**config.mk**
```make
export PLATFORM = sky130hd
export DESIGN_NAME = flex_counter_mc_flat
export DESIGN_NICKNAME = d
export VERILOG_FILES = /design/src/rtl/flex_counter_mc_pkg.sv /design/src/rtl/flex_counter_mc_if.sv /design/src/rtl/flex_counter_mc_ch.sv /design/src/rtl/flex_counter_mc.sv /design/src/flat_wrapper.sv
export SDC_FILE = /design/constraint.sdc
export NUM_CORES = 1
export LEC_CHECK = 0
export CAP_MARGIN = 15
export CORE_MARGIN = 3
export CORE_UTILIZATION = 30
export CTS_CLUSTER_SIZE = 28
export DETAILED_ROUTE_END_ITERATION = 8
export HOLD_SLACK_MARGIN = 0.05
export PLACE_DENSITY_LB_ADDON = 0.1
export SETUP_SLACK_MARGIN = 0.1
export SYNTH_ARGS = -nofsm -noshare
export SYNTH_HDL_FRONTEND = slang
export SYNTH_SLANG_ARGS = --single-unit
```
**constraint.sdc**
```tcl
create_clock -name clk -period 5.15 [get_ports clk]
set_clock_uncertainty 0.2 [all_clocks]
set_input_delay 0.7725 -clock clk [delete_from_list [all_inputs] [get_ports clk]]
set_output_delay 0.7725 -clock clk [all_outputs]
set_load 0.05 [all_outputs]
```
**src/rtl/flex_counter_mc_pkg.sv**
```systemverilog
// flex_counter_pkg: shared types and the per-channel step rule.
// No ports; holds cnt_dir_t, cnt_step_t and next_count().
package flex_counter_pkg;

  localparam int unsigned CNT_MAX_W = 32;

  typedef enum logic {
    CNT_UP   = 1'b0,
    CNT_DOWN = 1'b1
  } cnt_dir_t;

  typedef struct packed {
    logic                 wrap;
    logic [CNT_MAX_W-1:0] next;
  } cnt_step_t;

  // Values stay within R after a step, so no modulo is
  // ever needed even though the math is done wide.
  function automatic cnt_step_t next_count(
    input logic [CNT_MAX_W-1:0] count,
    input logic [CNT_MAX_W-1:0] r,
    input cnt_dir_t             dir
  );
    cnt_step_t s;
    s.wrap = 1'b0;
    s.next = count;
    if (r == '0) begin
      s.next = '0;
    end else if (dir == CNT_UP) begin
      if (count >= r) begin
        s.next = 32'd1;
        s.wrap = 1'b1;
      end else begin
        s.next = count + 32'd1;
      end
    end else begin
      if (count <= 32'd1) begin
        s.next = r;
        s.wrap = 1'b1;
      end else if (count > r) begin
        s.next = r;
      end else begin
        s.next = count - 32'd1;
      end
    end
    return s;
  endfunction

endpackage

```
**src/rtl/flex_counter_mc_if.sv**
```systemverilog
// flex_counter_mc_if: control/status bundle of the counter.
// master drives clear/enable/dir/load/values; slave returns count/flag/wrap.
interface flex_counter_mc_if #(
  parameter int unsigned NUM_CNT_BITS = 4,
  parameter int unsigned NUM_CH       = 2
);

  logic [NUM_CH-1:0]                   clear;
  logic [NUM_CH-1:0]                   count_enable;
  logic [NUM_CH-1:0]                   count_down;
  logic [NUM_CH-1:0]                   load;
  logic [NUM_CH-1:0][NUM_CNT_BITS-1:0] load_val;
  logic [NUM_CH-1:0][NUM_CNT_BITS-1:0] rollover_val;
  logic [NUM_CH-1:0][NUM_CNT_BITS-1:0] count_out;
  logic [NUM_CH-1:0]                   rollover_flag;
  logic [NUM_CH-1:0]                   wrap_pulse;

  modport master (
    output clear, count_enable, count_down, load,
    output load_val, rollover_val,
    input  count_out, rollover_flag, wrap_pulse
  );

  modport slave (
    input  clear, count_enable, count_down, load,
    input  load_val, rollover_val,
    output count_out, rollover_flag, wrap_pulse
  );

endinterface

```
**src/rtl/flex_counter_mc_ch.sv**
```systemverilog
// flex_counter_ch: one rollover counter channel with flag and wrap pulse.
// i_clk/i_rst, i_clear/i_en/i_down/i_load, i_load_val, i_rval, i_carry_in;
// o_count/o_flag/o_wrap_pulse; o_wrap_evt only with FLEX_COUNTER_CASCADE_EN.
module flex_counter_ch
  import flex_counter_pkg::*;
#(
  parameter int unsigned W = 4
) (
  input  logic         i_clk,
  input  logic         i_rst,
  input  logic         i_clear,
  input  logic         i_en,
  input  logic         i_down,
  input  logic         i_load,
  input  logic [W-1:0] i_load_val,
  input  logic [W-1:0] i_rval,
  input  logic         i_carry_in,
  output logic [W-1:0] o_count,
  output logic         o_flag,
  output logic         o_wrap_pulse
`ifdef FLEX_COUNTER_CASCADE_EN
  ,
  output logic         o_wrap_evt
`endif
);

  logic [W-1:0] r_count;
  logic         r_flag;
  logic         r_wrap;

  cnt_dir_t     w_dir;
  cnt_step_t    w_nx;
  logic [W-1:0] w_term;
  logic         w_nz;
  logic         w_step;
  logic         w_wrap_evt;
  logic         w_nx_term;
  logic         w_ld_term;

  always_comb begin
    w_dir  = i_down ? CNT_DOWN : CNT_UP;
    w_term = i_down ? W'(1) : i_rval;
    w_nz   = |i_rval;
    w_nx   = next_count(CNT_MAX_W'(r_count),
                        CNT_MAX_W'(i_rval), w_dir);
    w_step = i_en & i_carry_in;
    // clear/load on the wrap cycle kill the wrap and the carry.
    w_wrap_evt = w_step & w_nx.wrap
               & ~i_clear & ~i_load & ~i_rst;
    // R==0 keeps the flag low even though next==R==0.
    w_nx_term = w_nz & (w_nx.next == CNT_MAX_W'(w_term));
    w_ld_term = w_nz & (i_load_val == w_term);
  end

  always_ff @(posedge i_clk) begin
    if (i_rst) begin
      r_count <= '0;
      r_flag  <= 1'b0;
      r_wrap  <= 1'b0;
    end else if (i_clear) begin
      r_count <= '0;
      r_flag  <= 1'b0;
      r_wrap  <= 1'b0;
    end else if (i_load) begin
      r_count <= i_load_val;
      r_flag  <= w_ld_term;
      r_wrap  <= 1'b0;
    end else if (w_step) begin
      r_count <= w_nx.next[W-1:0];
      r_flag  <= w_nx_term;
      r_wrap  <= w_wrap_evt;
    end else begin
      r_wrap  <= 1'b0;
    end
  end

  assign o_count      = r_count;
  assign o_flag       = r_flag;
  assign o_wrap_pulse = r_wrap;
`ifdef FLEX_COUNTER_CASCADE_EN
  assign o_wrap_evt   = w_wrap_evt;
`endif

endmodule

```
**src/rtl/flex_counter_mc.sv**
```systemverilog
// flex_counter_mc: NUM_CH flexible rollover counters behind one interface.
// Ports: clk, rst (sync, active high), bus (flex_counter_mc_if.slave).
// FLEX_COUNTER_CASCADE_EN chains channel k-1 wrap into channel k step.
module flex_counter_mc
  import flex_counter_pkg::*;
#(
  parameter int unsigned NUM_CNT_BITS = 4,
  parameter int unsigned NUM_CH       = 2
) (
  input logic              clk,
  input logic              rst,
  flex_counter_mc_if.slave bus
);

  logic [NUM_CH-1:0][NUM_CNT_BITS-1:0] w_count;
  logic [NUM_CH-1:0]                   w_flag;
  logic [NUM_CH-1:0]                   w_wrap;
  logic [NUM_CH-1:0]                   w_carry;
`ifdef FLEX_COUNTER_CASCADE_EN
  logic [NUM_CH-1:0]                   w_wrap_evt;
`endif

  for (genvar k = 0; k < NUM_CH; k++) begin : g_ch
`ifdef FLEX_COUNTER_CASCADE_EN
    // Same-cycle ripple: all channels move on one edge.
    if (k == 0) begin : g_head
      assign w_carry[k] = 1'b1;
    end else begin : g_link
      assign w_carry[k] = w_wrap_evt[k-1];
    end
`else
    assign w_carry[k] = 1'b1;
`endif

    flex_counter_ch #(
      .W (NUM_CNT_BITS)
    ) u_ch (
      .i_clk        (clk),
      .i_rst        (rst),
      .i_clear      (bus.clear[k]),
      .i_en         (bus.count_enable[k]),
      .i_down       (bus.count_down[k]),
      .i_load       (bus.load[k]),
      .i_load_val   (bus.load_val[k]),
      .i_rval       (bus.rollover_val[k]),
      .i_carry_in   (w_carry[k]),
      .o_count      (w_count[k]),
      .o_flag       (w_flag[k]),
      .o_wrap_pulse (w_wrap[k])
`ifdef FLEX_COUNTER_CASCADE_EN
      ,
      .o_wrap_evt   (w_wrap_evt[k])
`endif
    );
  end

  assign bus.count_out     = w_count;
  assign bus.rollover_flag = w_flag;
  assign bus.wrap_pulse    = w_wrap;

endmodule
```
**src/flat_wrapper.sv**
```systemverilog
// flat-port wrapper written by rule: the top's interface ports become plain ports
module flex_counter_mc_flat import flex_counter_pkg::*;
#(
  parameter int unsigned NUM_CNT_BITS = 4,
  parameter int unsigned NUM_CH       = 2
)
  (clk, rst, bus_clear, bus_count_enable, bus_count_down, bus_load, bus_load_val, bus_rollover_val, bus_count_out, bus_rollover_flag, bus_wrap_pulse);
  flex_counter_mc_if #(.NUM_CNT_BITS(NUM_CNT_BITS), .NUM_CH(NUM_CH)) bus_i ();
  input logic clk;
  input logic rst;
  input wire logic [$bits(bus_i.clear)-1:0] bus_clear;
  input wire logic [$bits(bus_i.count_enable)-1:0] bus_count_enable;
  input wire logic [$bits(bus_i.count_down)-1:0] bus_count_down;
  input wire logic [$bits(bus_i.load)-1:0] bus_load;
  input wire logic [$bits(bus_i.load_val)-1:0] bus_load_val;
  input wire logic [$bits(bus_i.rollover_val)-1:0] bus_rollover_val;
  output wire logic [$bits(bus_i.count_out)-1:0] bus_count_out;
  output wire logic [$bits(bus_i.rollover_flag)-1:0] bus_rollover_flag;
  output wire logic [$bits(bus_i.wrap_pulse)-1:0] bus_wrap_pulse;
  assign bus_i.clear = bus_clear;
  assign bus_i.count_enable = bus_count_enable;
  assign bus_i.count_down = bus_count_down;
  assign bus_i.load = bus_load;
  assign bus_i.load_val = bus_load_val;
  assign bus_i.rollover_val = bus_rollover_val;
  assign bus_count_out = bus_i.count_out;
  assign bus_rollover_flag = bus_i.rollover_flag;
  assign bus_wrap_pulse = bus_i.wrap_pulse;
  flex_counter_mc #(.NUM_CNT_BITS(NUM_CNT_BITS), .NUM_CH(NUM_CH)) u_core (.clk(clk), .rst(rst), .bus(bus_i));
endmodule
```
# Word level (Yosys, flattened, before mapping)
# Cells that the tools add are included.
word_totals:
  ff_bits: 12
  inputBits: 26
  output_inout_bits: 12
  wordCells: 77
classes:
  addsub: 4
  order_cmp: 6
  n_eq_ne: 4
  mux: 28
  n_bitwise: 19
  reduce_logical: 10
ops:
  columns: ["cell", "count"]
  rows:
  - ["$mux 32", 6]
  - ["$mux 33", 2]
  - ["$eq 32x4->1", 2]
  - ["$mux 4", 6]
  - ["$reduce_or 4->1", 4]
  - ["$and 1x1->1", 12]
  - ["$mux 1", 12]
  - ["$add 4x1->5 const B", 2]
  - ["$mux 5", 2]
  - ["$sub 4x1->5 const B", 2]
  - ["$eq 4x4->1", 2]
  - ["$ge 4x4->1", 2]
  - ["$gt 4x4->1", 2]
  - ["$le 4x1->1 const B", 2]
  - ["$logic_not 4->1", 2]
  - ["$not 1->1", 7]
  - ["$reduce_bool 2->1", 2]
  - ["$reduce_or 2->1", 2]

# Depth between registers and ports, before layout
logic_depth:
  word_depth: 9
  depth_mapped: 10

# Hierarchy
# Synthesis repeated with hierarchy kept, for this count alone.
unflattened:
  hier_cells: 257
  hier_area_um2: 1925.6
modules_own_cells:
  columns: ["mod", "n_inst", "cells_per_inst", "area_per_inst_um2", "seq_area_each_um2"]
  rows:
  - ["flex_counter_ch", 2, 128, 960.9, 120.1]
  - ["flex_counter_mc", 1, 1, 3.8, 0.0]

# Worst setup path after synthesis
# Ideal clock, no wire load.
synth_timing:
  kind: "reg-to-reg"
  start: "register u_core.g_ch[0].u_ch.r_count[0]"
  end: "register u_core.g_ch[0].u_ch.r_flag"
  setup_ns: 0.117
  t_arrival_ns: 2.725
  required_ns: 4.833
  setup_slack_ns: 2.107
  stages_incl_launch_ff: 11
  path_buffers: 0
  synth_period_minus_slack_ns: 3.043
  cell_sequence: "dfxtp_1 inv_1 ha_1 nand2b_1 a211o_1 a211oi_1 o21ai_1 o21a_1 a22oi_1 nor4b_2 a32o_1"
synth_between:
  elab_chain_len: 9
  elab_cells_between_ends: 14
  classes_between: "2 x add/sub; 3 x order compare; 1 x eq/ne; 7 x mux; 1 x bitwise"
synth_lines:
  columns: ["element", "line_no", "rtl"]
  rows:
  - ["start: declaration", "flex_counter_mc_ch.sv:27", "logic [W-1:0] r_count;"]
  - ["start signal: assignment", "flex_counter_mc_ch.sv:65", "r_count <= i_load_val;"]
  - ["start signal: assignment", "flex_counter_mc_ch.sv:69", "r_count <= w_nx.next[W-1:0];"]
  - ["$sub 4x1->5 or $gt 4x4->1 (tied branches)", "flex_counter_mc_pkg.sv:43, flex_counter_mc_pkg.sv:40", null]
  - ["$mux 32", "flex_counter_mc_pkg.sv:40", "end else if (count > r) begin"]
  - ["$mux 32", "flex_counter_mc_pkg.sv:37", "if (count <= 32'd1) begin"]
  - ["$mux 33 *", "flex_counter_mc_pkg.sv:29", "end else if (dir == CNT_UP) begin"]
  - ["$mux 32 *", "flex_counter_mc_pkg.sv:27", "if (r == '0) begin"]
  - ["$eq 32x4->1 *", "flex_counter_mc_ch.sv:51", "w_nx_term = w_nz & (w_nx.next == CNT_MAX_W'(w_term));"]
  - ["$and 1x1->1 *", "flex_counter_mc_ch.sv:51", null]
  - ["$mux 1 *", "flex_counter_mc_ch.sv:68", "end else if (w_step) begin"]
  - ["$mux 1 *", "flex_counter_mc_ch.sv:64", "end else if (i_load) begin"]
  - ["end signal: assignment", "flex_counter_mc_ch.sv:66", "r_flag <= w_ld_term;"]
  - ["end signal: assignment", "flex_counter_mc_ch.sv:70", "r_flag <= w_nx_term;"]
  - ["end: declaration", "flex_counter_mc_ch.sv:28", "logic r_flag;"]
# Mark *: on every way between the ends. The rest lies on a longest branch, timed or not. The select of a mux whose other input is x is not followed.
# A chain may end at the register's enable or synchronous reset.

# Final worst setup path
layout_timing:
  start: "input bus_rollover_val[1]"
  end: "register u_core.g_ch[0].u_ch.r_flag"
layout_between:
  elab_chain_len: 9
  elab_cells_between_ends: 16
  classes_between: "2 x order compare; 2 x eq/ne; 8 x mux; 2 x bitwise; 2 x reduce/logical"
layout_lines:
  columns: ["element", "line_no", "rtl"]
  rows:
  - ["start: declaration", "flat_wrapper.sv:16", "input wire logic [$bits(bus_i.rollover_val)-1:0] bus_rollover_val;"]
  - ["$gt 4x4->1", "flex_counter_mc_pkg.sv:40", null]
  - ["$mux 32", "flex_counter_mc_pkg.sv:40", null]
  - ["$mux 32", "flex_counter_mc_pkg.sv:37", null]
  - ["$mux 33", "flex_counter_mc_pkg.sv:29", null]
  - ["$mux 32", "flex_counter_mc_pkg.sv:27", null]
  - ["$eq 32x4->1", "flex_counter_mc_ch.sv:51", null]
  - ["$and 1x1->1", "flex_counter_mc_ch.sv:51", null]
  - ["$mux 1", "flex_counter_mc_ch.sv:68", null]
  - ["$mux 1 *", "flex_counter_mc_ch.sv:64", null]
# Marked as above.

==> results.tsv <==
metric	value	unit
yosys-top-cells-count	nand2_1 (18), nor2_1 (16), ha_1 (14), inv_1 (13)	
tritoncts	yes	
ys_warn_count	0	
gp_congestion	0.865	
clk_pin_slew_worst_paths	0.05	ns
leakage	0.821	nW
drc	0	
rsz0062_at_grt	false	
cts_made_buffers	3	
io_pins	38	
holdCritStartpoint	u_core.g_ch[1].u_ch.o_flag	
clock-sinks	12	
synth_seq_cells	12	
cp-startpoint	bus_rollover_val[1]	
outcome	finished, final reports clean	
dr.pass1.iters	5	
holdPathEnd	u_core.g_ch[1].u_ch.o_flag	
setup_tns	0	ns
drive_gt1_share	5.16	%
drv_cap	0	
synth_edf_count	0	
required	5.13	ns
power-per-cell-area	177	nW/um2
max_freq	285	MHz
dieArea	6490	um2
wl	4960	um
grt_max_degree	23	
clkPwrFrac	27.2	%
yosysUniqueCellTypes	65	
p_int	0.000236	W
cts_hold_buf	0	
end_kind	flop	
synth_ff_type	dfxtp_1	
cts_max_path_buffers	2	
path_cells	clkdlybuf4s50_1 -> inv_1 -> ha_1 -> nor2b_1 -> o311a_1 -> nand2b_1 -> a221oi_1 -> o21a_1 -> a22oi_1 -> nor4b_2 -> a32o_1	
drt_first_iter_violations	167	
grt_usage	15.7	%
grt_pass1_wl	8220	um
ys_top_cells_by_area	dfxtp_1 (14%), ha_1 (11%), nand2_1 (4.1%)	
root_buffer	clkbuf_8	
dr_total_vias	1851	
die_w	80.6	um
r2r_cells	10	
critPathBufInv	2	
insertion_delay	0.24	ns
worst_r2r_endpoint	u_core.g_ch[0].u_ch.o_flag	
hpwl	3890	um
slew_headroom	55.1	%
antenna_cells	0	
crit_slowest_cell	clkdlybuf4s50_1	
critPathKind	primary input to flop	
areaGrowthSynthToFinish	26.6	%
critPathTopFamily	compound AO/OA/AOI/OAI gates	
synth.net_count	262	
synth.most_common_cell	nand2_1	
rows	26	
p_switching	0.000138	W
core	5240	um2
crit_arrival	3.49	ns
vias_per_cell	5.75	
syn_area	1670	um2
setup_violations	0	
overflow	0	
finalCritPeriodShare	68.1	%
yosysSeqAreaShare	14.4	%
rr_startpoint	u_core.g_ch[0].u_ch.o_count[0]	
h-tree-depth	1	
synth.largest_area_cell	dfxtp_1	
dieHeight	80.6	um
dpl_cell_area	2060	um2
synthCells	222	
min_path_cells	2	
irDropWorstVdd	0.0671	mV
p_comb_share	44.3	%
sequentialPowerShare	28.5	%
critPathLaunchType	primary input	
period_needed	3.51	ns
postCtsResizedCells	0	
grt_pass1_vias	1662	
r2r_slack	2.08	ns
initial_utilization	31.8	%
hold_violations	0	
antenna_found_initial	0	
ant_nets	0	
io_buffers	37	
worstMarginPinSlew	0.671	ns
switching_share	36.9	%
synthArstFlopShare	0	%
slowest_delay	0.58	ns
yosysTopAreaCellShare	14.4	%
hold_class	flop to flop	
nets	293	
maxSlewViolCount	0	
post_drt_wl_per_cell	15.4	um
cts_setup_buffers	0	
path_max_fanout	5	
final_area	2110	um2
syn-mean-instance-area	7.51	um2
==> routing by layer <==
| layer | GRT usage [%] | routed length, um | share of wire, % | vias up |
|---|---|---|---|---|
| met5 | 0 | 0 | 0 | - |
| met4 | 4.22 | 0 | 0 | 0 |
| met3 | 1.68 | 363 | 7.3 | 0 |
| met2 | 22.4 | 2090 | 42 | 88 |
| met1 | 24.4 | 2510 | 51 | 849 |
| li1 | - | - | - | 914 |
==> power groups by stage <==
stage,clock network [W],registers [W],logic (W)
after floorplan,0,0.000115,0.000102
after global routing,0.000109,0.000107,0.000181
final,0.000102,0.000106,0.000166
after detailed placement,0,0.000108,0.000163
after global placement,0,0.000109,0.000166
after CTS,0.000104,0.000106,0.000164
==> worst max path at each step <==
| stage | slack (ns) | to | cells past startpoint |
|---|---|---|---|
| after floorplan | 2.11 | u_core.g_ch[0].u_ch.o_flag | 10 |
| after global placement | 1.45 | u_core.g_ch[0].u_ch.o_flag | 11 |
| after detailed placement | 1.50 | u_core.g_ch[0].u_ch.o_flag | 11 |
| after CTS | 1.73 | u_core.g_ch[0].u_ch.o_flag | 11 |
| after global routing | 1.49 | u_core.g_ch[0].u_ch.o_flag | 11 |
| final | 1.64 | u_core.g_ch[0].u_ch.o_flag | 11 |
==> cells by family after synthesis <==
logic type | synth area share (%)
fa+ha+maj | 10.5
simple gates | 26.8
mux | 3.60
flops | 14.4
compound gates | 33.4
buf+inv | 7.13
xor+xnor | 4.20
==> worst min-delay path, stage by stage, from the launching register on <==
cell	delay, ns
dfxtp_1	0.31
nand3_1	0.06
o21ai_1	0.05
==> layout make-up <==
class | count | area [um2]
flip-flops and latches | 12 | 240
clock buffers | 4 | 55.1
inverters | 13 | 48.8
fillers | 530 | 3130
well taps | 70 | 87.6
multi-input cells | 186 | 1310
repair buffers | 37 | 370
==> flip-flops by register name, indices dropped and copies added (netlist names) <==
register,cells
u_core.g_ch.u_ch.o_wrap_pulse,2
u_core.g_ch.u_ch.o_flag,2
u_core.g_ch.u_ch.o_count,8
==> cells in the final DEF (no fill, tap or decap), types with 3 or more instances in the layout <==
cell,n
clkdlybuf4s50_1,37
nand2_1,18
nor2_1,16
ha_1,14
inv_1,13
o21ai_0,12
dfxtp_1,12
a21oi_1,11
nor3_1,9
nand3_1,9
mux2i_1,6
a211oi_1,5
xnor2_1,4
xor2_1,4
o211ai_1,4
nand2b_1,4
clkbuf_8,4
o211a_1,3
nand4_1,3
and4_1,3
o21a_1,3
a32oi_1,3
or3_1,3
o21ai_1,3
==> per-stage QoR <==
stage	total power, W	setup slack [ns]	cells	utilization, %	hold WS [ns]
global route	0.000398	1.49	322	40.3	0.298
floorplan	0.000217	2.11	222	-	0.238
global placement	0.000275	1.45	318	39.2	0.258
detailed placement	0.000271	1.50	318	39.2	0.260
CTS	0.000374	1.73	322	40.3	0.265
finish	0.000374	1.64	322	40.3	0.265
Note: power is estimated with default switching activity, not from simulation.
